### src/rtl/dmem_access_ctrl_pkg.sv
// Shared types and constants for the data-memory access controller.
package dmem_access_ctrl_pkg;

    localparam int BE_WIDTH = 8;

    localparam logic [2:0] F3_B  = 3'b000;
    localparam logic [2:0] F3_H  = 3'b001;
    localparam logic [2:0] F3_W  = 3'b010;
    localparam logic [2:0] F3_D  = 3'b011;
    localparam logic [2:0] F3_BU = 3'b100;
    localparam logic [2:0] F3_HU = 3'b101;
    localparam logic [2:0] F3_WU = 3'b110;

    typedef enum logic [1:0] {
        IDLE,
        REQ,
        WAIT_R,
        RESP
    } t_dmem_state;

endpackage

### src/rtl/dmem_access_ctrl_store_lane_mux.sv
// Store lane replication, byte enables and misalignment from size/offset.
module dmem_access_ctrl_store_lane_mux
    import dmem_access_ctrl_pkg::*;
(
    input  logic [1:0]          size,
    input  logic [2:0]          off,
    input  logic [63:0]         data,
    output logic [63:0]         wdata,
    output logic [BE_WIDTH-1:0] be,
    output logic                ma
);

    always_comb begin
        wdata = data;
        be    = '1;
        ma    = 1'b0;
        unique case (size)
            F3_B[1:0]: begin
                wdata = {8{data[7:0]}};
                be    = 8'h01 << off;
            end
            F3_H[1:0]: begin
                wdata = {4{data[15:0]}};
                be    = 8'h03 << off;
                ma    = off[0];
            end
            F3_W[1:0]: begin
                wdata = {2{data[31:0]}};
                be    = 8'h0F << off;
                ma    = |off[1:0];
            end
            F3_D[1:0]: begin
                wdata = data;
                be    = 8'hFF;
                ma    = |off;
            end
        endcase
    end

endmodule

### src/rtl/dmem_access_ctrl.sv
// Memory-stage controller: one memory transaction per load/store.
module dmem_access_ctrl
    import dmem_access_ctrl_pkg::*;
#(
    parameter int ADDR_WIDTH = 64,
    parameter int DATA_WIDTH = 64
) (
    input  logic                  clk,
    input  logic                  arst,
    input  logic                  i_req_valid,
    input  logic                  i_req_we,
    input  logic [2:0]            i_func3,
    input  logic [ADDR_WIDTH-1:0] i_addr,
    input  logic [DATA_WIDTH-1:0] i_store_data,
    output logic                  o_stall,
    output logic                  o_resp_valid,
    output logic [DATA_WIDTH-1:0] o_load_data,
    output logic [2:0]            o_load_func3,
    output logic [2:0]            o_load_addr_offset,
    output logic                  o_store_addr_ma,
    output logic                  o_mem_req_valid,
    input  logic                  i_mem_req_ready,
    output logic [ADDR_WIDTH-1:0] o_mem_addr,
    output logic                  o_mem_we,
    output logic [DATA_WIDTH-1:0] o_mem_wdata,
    output logic [BE_WIDTH-1:0]   o_mem_be,
    input  logic                  i_mem_rvalid,
    input  logic [DATA_WIDTH-1:0] i_mem_rdata
);

    t_dmem_state state, state_nxt;

    logic                  we_q;
    logic [2:0]            func3_q;
    logic [ADDR_WIDTH-1:0] addr_q;
    logic [DATA_WIDTH-1:0] wdata_q;
    logic [BE_WIDTH-1:0]   be_q;
    logic                  ma_q;
    logic [DATA_WIDTH-1:0] ld_data_q;
    logic [2:0]            ld_func3_q;
    logic [2:0]            ld_off_q;

    logic [DATA_WIDTH-1:0] lane_wdata;
    logic [BE_WIDTH-1:0]   lane_be;
    logic                  lane_ma;

    logic accept;
    logic capture;

    dmem_access_ctrl_store_lane_mux u_store_lane_mux (
        .size  (i_func3[1:0]),
        .off   (i_addr[2:0]),
        .data  (i_store_data),
        .wdata (lane_wdata),
        .be    (lane_be),
        .ma    (lane_ma)
    );

    assign accept  = (state == IDLE) && i_req_valid;
    assign capture = (state == WAIT_R) && i_mem_rvalid;

    always_ff @(posedge clk or posedge arst) begin
        if (arst) begin
            state <= IDLE;
        end else begin
            state <= state_nxt;
        end
    end

    always_comb begin
        state_nxt = state;
        unique case (state)
            IDLE: begin
                if (i_req_valid) begin
                    state_nxt = (i_req_we && lane_ma) ? RESP : REQ;
                end
            end
            REQ: begin
                if (i_mem_req_ready) begin
                    state_nxt = we_q ? RESP : WAIT_R;
                end
            end
            WAIT_R: begin
                if (i_mem_rvalid) begin
                    state_nxt = RESP;
                end
            end
            RESP: begin
                state_nxt = IDLE;
            end
        endcase
    end

    always_comb begin
        o_stall         = 1'b0;
        o_resp_valid    = 1'b0;
        o_mem_req_valid = 1'b0;
        unique case (state)
            IDLE:   o_stall = i_req_valid;
            REQ: begin
                o_stall         = 1'b1;
                o_mem_req_valid = 1'b1;
            end
            WAIT_R: o_stall = 1'b1;
            RESP:   o_resp_valid = 1'b1;
        endcase
    end

    // Loads always fetch the full doubleword; extraction happens downstream.
    always_ff @(posedge clk or posedge arst) begin
        if (arst) begin
            we_q       <= 1'b0;
            func3_q    <= '0;
            addr_q     <= '0;
            wdata_q    <= '0;
            be_q       <= '0;
            ma_q       <= 1'b0;
            ld_data_q  <= '0;
            ld_func3_q <= '0;
            ld_off_q   <= '0;
        end else begin
            if (accept) begin
                we_q    <= i_req_we;
                func3_q <= i_func3;
                addr_q  <= i_addr;
                wdata_q <= lane_wdata;
                be_q    <= i_req_we ? lane_be : '1;
                ma_q    <= i_req_we & lane_ma;
            end
            if (capture) begin
                ld_data_q  <= i_mem_rdata;
                ld_func3_q <= func3_q;
                ld_off_q   <= addr_q[2:0];
            end
        end
    end

    assign o_mem_addr         = {addr_q[ADDR_WIDTH-1:3], 3'b000};
    assign o_mem_we           = we_q;
    assign o_mem_wdata        = wdata_q;
    assign o_mem_be           = be_q;
    assign o_store_addr_ma    = ma_q;
    assign o_load_data        = ld_data_q;
    assign o_load_func3       = ld_func3_q;
    assign o_load_addr_offset = ld_off_q;

endmodule

### config.mk
export PLATFORM = sky130hd
export DESIGN_NAME = dmem_access_ctrl
export DESIGN_NICKNAME = d
export VERILOG_FILES = /design/src/rtl/dmem_access_ctrl_pkg.sv /design/src/rtl/dmem_access_ctrl_store_lane_mux.sv /design/src/rtl/dmem_access_ctrl.sv
export SDC_FILE = /design/constraint.sdc
export NUM_CORES = 1
export LEC_CHECK = 0
export BUFFER_PORTS_ARGS = -buffer_cell sky130_fd_sc_hd__buf_2
export CORE_AREA = 2 2 160 162
export CTS_BUF_LIST = sky130_fd_sc_hd__clkbuf_4
export DETAILED_ROUTE_END_ITERATION = 10
export DIE_AREA = 0 0 162 164
export GPL_ROUTABILITY_DRIVEN = 0
export PLACE_DENSITY = 0.71
export SLEW_MARGIN = 20
export SYNTH_ARGS = -nofsm -noshare
export SYNTH_HDL_FRONTEND = slang
export SYNTH_SLANG_ARGS = --single-unit
### constraint.sdc
create_clock -name clk -period 7 [get_ports clk]
set_input_delay 0.35 -clock clk [delete_from_list [all_inputs] [get_ports clk]]
set_output_delay 0.35 -clock clk [all_outputs]
set_load 0.01 [all_outputs]
* Word level (Yosys, flattened, before mapping)
Index checks and enable logic that the tools add are counted.
W data, S select, Z words.
** Storage, ports and cells
- Bits of input ports :: 201
- Latch bits :: 0
- Memories kept :: 0
- Bits in read-only memories :: 0
- Flip-flop bits (word level) :: 213
- RAM bits :: 0
** Cells by class
- Bitwise gates (word level) :: 1
- Divide/modulo/power cells :: 0
- Mux-type cells :: 13
- Multipliers :: 0
- Shift operators :: 3
- Eq/ne operators :: 9
- Reduce and logical (&&, ||, !) cells :: 9
- Magnitude comparators :: 0
- Add/sub/neg operators :: 0
** Operator list (count)
- $pmux W64 S4 :: 1
- $pmux W8 S4 :: 1
- $eq A2 B2 Y1 const B :: 4
- $mux W2 :: 4
- $mux W8 :: 1
- $pmux W2 S4 :: 1
- $shl A1 B3 Y8 const A :: 1
- $shl A2 B3 Y8 const A :: 1
- $shl A4 B3 Y8 const A :: 1
- $ne A2 B2 Y1 const B :: 3
- $eq A2 B1 Y1 const B :: 2
- $logic_not A2 Y1 :: 2
- $reduce_or A2 Y1 :: 2
- $logic_and A1 B1 Y1 :: 3
- $mux W1 :: 3
- $pmux W1 S3 :: 1
- $reduce_and A3 Y1 :: 1
- $reduce_or A3 Y1 :: 1
- $pmux W1 S2 :: 1
- $and A1 B1 Y1 :: 1

* Longest topological paths before layout
- Word-level depth :: 6
- Mapped depth :: 8

* By module
A second synthesis with hierarchy kept.
** Second synthesis, totals
- Cell total of the unflattened synthesis :: 1011
- Area total of the unflattened synthesis :: 9738.1 µm²
** Modules (own cells, without submodules)
- dmem_access_ctrl :: area each 8550.7 µm², times used 1, cells an instance 832
- dmem_access_ctrl_store_lane_mux :: area each 1187.4 µm², times used 1, cells an instance 179

* Worst setup path before layout
Ideal clock, no wire load.
- Path kind :: reg-to-output
- From :: reg state[0]
- To :: out o_stall
- Path slack :: 5187 ps
- Required time :: 6650 ps
- Cell stages (with the launch flop) :: 8
- Arrival time :: 1463 ps
- Buffers on the path :: 2
- Cells stage by stage :: dfrtp_1 -> inv_1 -> ha_1 -> and2_1 -> buf_2 -> buf_1 -> nor2_1 -> nor2_1
** Between the ends
- Word-level cells in the longest chain between the ends :: 3
- Elaborated cells between the ends (all ways) :: 5
- Classes of those cells :: eq/ne (2); mux (1); reduce/logical (2)
** RTL lines
- from (decl) :: line dmem_access_ctrl.sv:31 : t_dmem_state state, state_nxt;
- from (signal assigned) :: line dmem_access_ctrl.sv:66 : state <= state_nxt;
- $eq A2 B2 Y1 or $eq A2 B1 Y1 (tied branches) :: line dmem_access_ctrl.sv:98 : unique case (state)
- $reduce_or A2 Y1 (no source line)
- $pmux W1 S2 (*) :: line dmem_access_ctrl.sv:98
- to (decl) :: line dmem_access_ctrl.sv:15 : output logic o_stall,
Mark *: on every way between the ends. The rest lies on a longest branch, timed or not.

* Worst setup path in the final report
Ends and elaborated chain as after synthesis.

==> summary.log <==
INFO  outcome        run_status=completed
INFO  floorplan      core-area=0.0248mm²
INFO  timing         fmax=0.306GHz
INFO  synth          async_reset_ff_share=100%
INFO  cts            cts-buffers-inserted=57
INFO  floorplan      die_h=164µm
INFO  power_and_ir_drop power.static_leakage=7.05nW
INFO  synth          ys_seq_elements=213
INFO  timing         worst_slew_margin_rel=32.8%
INFO  synth          syn_area_per_cell=10.5µm²
INFO  final_layout   final_cell_area=0.0135mm²
INFO  cts            cts_sinks=213
INFO  grt            grt_pass1_vias=9076
INFO  critical_path  crit_path_start_kind=flop
INFO  synth          mappedNetlistArea=0.00943mm²
INFO  grt            grt.total_usage=22.6%
INFO  routing        routed_via_density=4.92
INFO  routing        dr.first_iter.drc_count=564
INFO  timing         final-hold-violation-count=0
INFO  routing        route.antenna.remaining_nets=0
INFO  timing         totalNegativeSetupSlack=0ns
INFO  timing         finalCriticalPeriod=3.27ns
INFO  floorplan      floorplan.initialDensity=38.0%
INFO  final_layout   fraction_of_final_layout_cells_sized_beyond_drive_strength_1=40.6%
INFO  hold_path      hold_class=in2reg
INFO  grt            grt_first_pass_wirelength=47.4mm
INFO  cts            max-clock-path-buffers=3
INFO  synth          synth_seq_area_share=56.5%
INFO  synth          synthDominantAreaCellType=sky130_fd_sc_hd__dfrtp_1
INFO  place          place.port_buffers=408
INFO  floorplan      fp.dieW=162µm
INFO  cts            insertion_delay=0.64ns
INFO  floorplan      row_count=58
INFO  power_and_ir_drop worst_ir_drop_vdd=0.185mV
INFO  routing        detail_route.wl_per_cell=17.5µm
INFO  timing         report.final.slew_viol_count=0
INFO  routing        detail_route.wirelength=31.1mm
INFO  routing        vias=8745
INFO  run            maxCapViolations=0
INFO  timing         rsz_0062_raised_after_global_routing=no
INFO  synth          synth_cell_type_count=38
INFO  timing         final.setup.worst_slack=3.73ns
INFO  final_layout   finish.net_count=1625
INFO  grt            grt_max_degree=145
INFO  timing         tightest_slew=1.01ns
INFO  place          dp_worst_setup_slack=4.22ns
INFO  final_layout   syn_to_final_growth=43.1%
INFO  synth          yosys_warnings=0
INFO  routing        drt_pass1_iterations=5
INFO  final_layout   finish.utilization=54.4%
INFO  cts            cts_max_level=2
INFO  synth          synth_largest_type_area_fraction=56.5%
INFO  grt            antenna_found_initial=4
INFO  final_layout   layout.filler_cells=2114
INFO  timing         final-setup-viol-count=0
INFO  synth          ys_top_cells_by_area=sky130_fd_sc_hd__dfrtp_1 57%, sky130_fd_sc_hd__nand2_1 9.7%, sky130_fd_sc_hd__mux2_2 8.4%, sky130_fd_sc_hd__buf_4 5.1%, sky130_fd_sc_hd__nor2_1 2.7%
INFO  grt            gr-total-overflow=0
INFO  place          instance_area_after_placement=0.0112mm²
INFO  floorplan      die-area=0.0266mm²
INFO  cts            cts.reportedPaths.clkPinSlew=0.06ns
INFO  floorplan      io-pin-count=412
INFO  final_layout   finish.cell_count_without_fillers=1779
INFO  critical_path  critical_path.endpoint_type=output pin
INFO  synth          synth_edf_count=0
INFO  timing         final.setup_skew=0.0232ns
INFO  critical_path  timing.setup.critical_path_class=reg2out
INFO  synth          syn_inst=896
INFO  routing        drc_errors=0
INFO  cts            cts_tree=built
INFO  synth          synth_top_flop_cell=sky130_fd_sc_hd__dfrtp_1
INFO  place          detailed_place_hpwl=19.3mm
INFO  cts            post-cts-setup-buffers=0
INFO  place          placed_cells_incl_taps=1520
INFO  cts            clk_root_buffer_cell=sky130_fd_sc_hd__clkbuf_4
INFO  power_and_ir_drop powerDensity=394mW/mm²
INFO  timing         final_min_period_over_clock_period=46.7%
INFO  critical_path  critical_path_arrival=2.92ns
INFO  critical_path  cp.required=6.65ns
INFO  critical_path  path_max_fanout=55
[final timing paths]
check	startpoint	end	slack, ns	depth (start not counted)
worst max-delay path	state[0]$_DFFE_PP0P_	o_stall	3.73	7
worst min-delay path	i_store_data[25]	o_mem_wdata[25]$_DFFE_PP0P_	0.06	4
worst max register to register	state[1]$_DFFE_PP0P_	o_mem_wdata[28]$_DFFE_PP0P_	4.24	6
worst min register to register	addr_q[55]$_DFFE_PP0P_	addr_q[55]$_DFFE_PP0P_	0.47	2
max in group asynchronous	arst	o_mem_wdata[38]$_DFFE_PP0P_	4.99	4
min in group asynchronous	arst	o_load_data[54]$_DFFE_PP0P_	0.50	3
[stage by stage]
stage | hold WS (ns) | total power, W
6_report | 0.0621 | 0.00531
5_1_grt | 0.0169 | 0.00567
4_1_cts | 0.000733 | 0.00530
3_5_place_dp | 0.457 | 0.00418
3_3_place_gp | 0.452 | 0.00412
2_1_floorplan | 0.442 | 0.00347
[cells by family (layout without fill, tap and decap cells)]
family / after synthesis / in the layout / synth area share [%]
other cells: 1 / 4 / 0.0398
flops: 213 / 213 / 56.5
simple gates: 332 / 332 / 13.9
compound gates: 133 / 133 / 11.0
mux: 71 / 71 / 8.46
buf+inv: 136 / 686 / 8.85
fa+ha+maj: 10 / 10 / 1.33
[routing by layer]
metal / routed length [µm] / up-vias / GRT usage (%) / share of wire, %
met5: 27 / - / 0 / 0.087
li1: - / 3993 / - / -
met1: 11400 / 4201 / 25.0 / 37
met3: 2760 / 103 / 6.67 / 8.9
met4: 1500 / 4 / 12.0 / 4.8
met2: 15400 / 444 / 39.2 / 49
[synth_stat cells, types with 2 or more instances]
cell type and n:
sky130_fd_sc_hd__nand2_1 244, sky130_fd_sc_hd__dfrtp_1 213, sky130_fd_sc_hd__ha_1 10, sky130_fd_sc_hd__a221oi_2 10, sky130_fd_sc_hd__a221oi_1 15, sky130_fd_sc_hd__buf_4 64
sky130_fd_sc_hd__a22o_1 24, sky130_fd_sc_hd__inv_1 16, sky130_fd_sc_hd__o21ai_0 20, sky130_fd_sc_hd__clkbuf_1 14, sky130_fd_sc_hd__nor2b_1 3, sky130_fd_sc_hd__a221o_1 8
sky130_fd_sc_hd__a21oi_1 27, sky130_fd_sc_hd__nand2b_1 2, sky130_fd_sc_hd__buf_2 19, sky130_fd_sc_hd__mux2_2 70, sky130_fd_sc_hd__nor3_1 3, sky130_fd_sc_hd__nor2_1 69
sky130_fd_sc_hd__buf_1 15, sky130_fd_sc_hd__buf_6 8, sky130_fd_sc_hd__o22a_1 4, sky130_fd_sc_hd__or2_1 3, sky130_fd_sc_hd__o32a_1 2, sky130_fd_sc_hd__a22oi_1 17
sky130_fd_sc_hd__a211oi_1 3
[critical path, stage by stage, from the launching register on]
cell and delay [ns]:
sky130_fd_sc_hd__dfrtp_1 0.40, sky130_fd_sc_hd__inv_1 0.15, sky130_fd_sc_hd__ha_1 0.26, sky130_fd_sc_hd__and2_4 0.54, sky130_fd_sc_hd__buf_4 0.57, sky130_fd_sc_hd__nor2_1 0.09, sky130_fd_sc_hd__nor2_1 0.09, sky130_fd_sc_hd__buf_2 0.14
[registers in the layout, summed over array words and instances, names as in the netlist]
| signal | flops |
|---|---|
| addr_q | 64 |
| o_load_data | 64 |
| o_mem_wdata | 64 |
| o_mem_be | 8 |
| func3_q | 3 |
| o_load_addr_offset | 3 |
| o_load_func3 | 3 |
| state | 2 |
| o_mem_we | 1 |
| o_store_addr_ma | 1 |
[where the power goes]
group          switching, W  internal (W)
Clock              0.000505      0.000531
Combinational       0.00119      0.000955
Sequential         0.000315       0.00182
Total               0.00201       0.00331
[layout by cell type, fill, tap and decap left out, drive strengths merged, types with 17 or more instances in the layout]
cell	count
a21oi	27
a221oi	25
a22o	24
a22oi	17
buf	412
clkbuf	82
dfrtp	213
dlygate4sd3	165
inv	17
mux2	70
nand2	244
nor2	70
o21ai	21
[repair_timing]
action | in CTS | in global routing
setup endpoints to repair | 0 | 0
endpoints found under the hold margin | 308 | 0
gates resized for setup | 0 | 0
hold buffers | 165 | 0
[cell type report]
cell class / instances / area, µm² / share of cell area, %
Clock inverter: 11 / 46.3 / 0.343
Tap cell: 330 / 413 / 3.06
Timing Repair Buffer: 577 / 3720 / 27.6
Inverter: 16 / 67.6 / 0.501
Antenna cell: 1 / 2.50 / 0.0185
Sequential cell: 213 / 5330 / 39.5
Multi-Input combinational cell: 549 / 3300 / 24.4
Clock buffer: 82 / 616 / 4.56
Power figures use the tool's default switching activity.
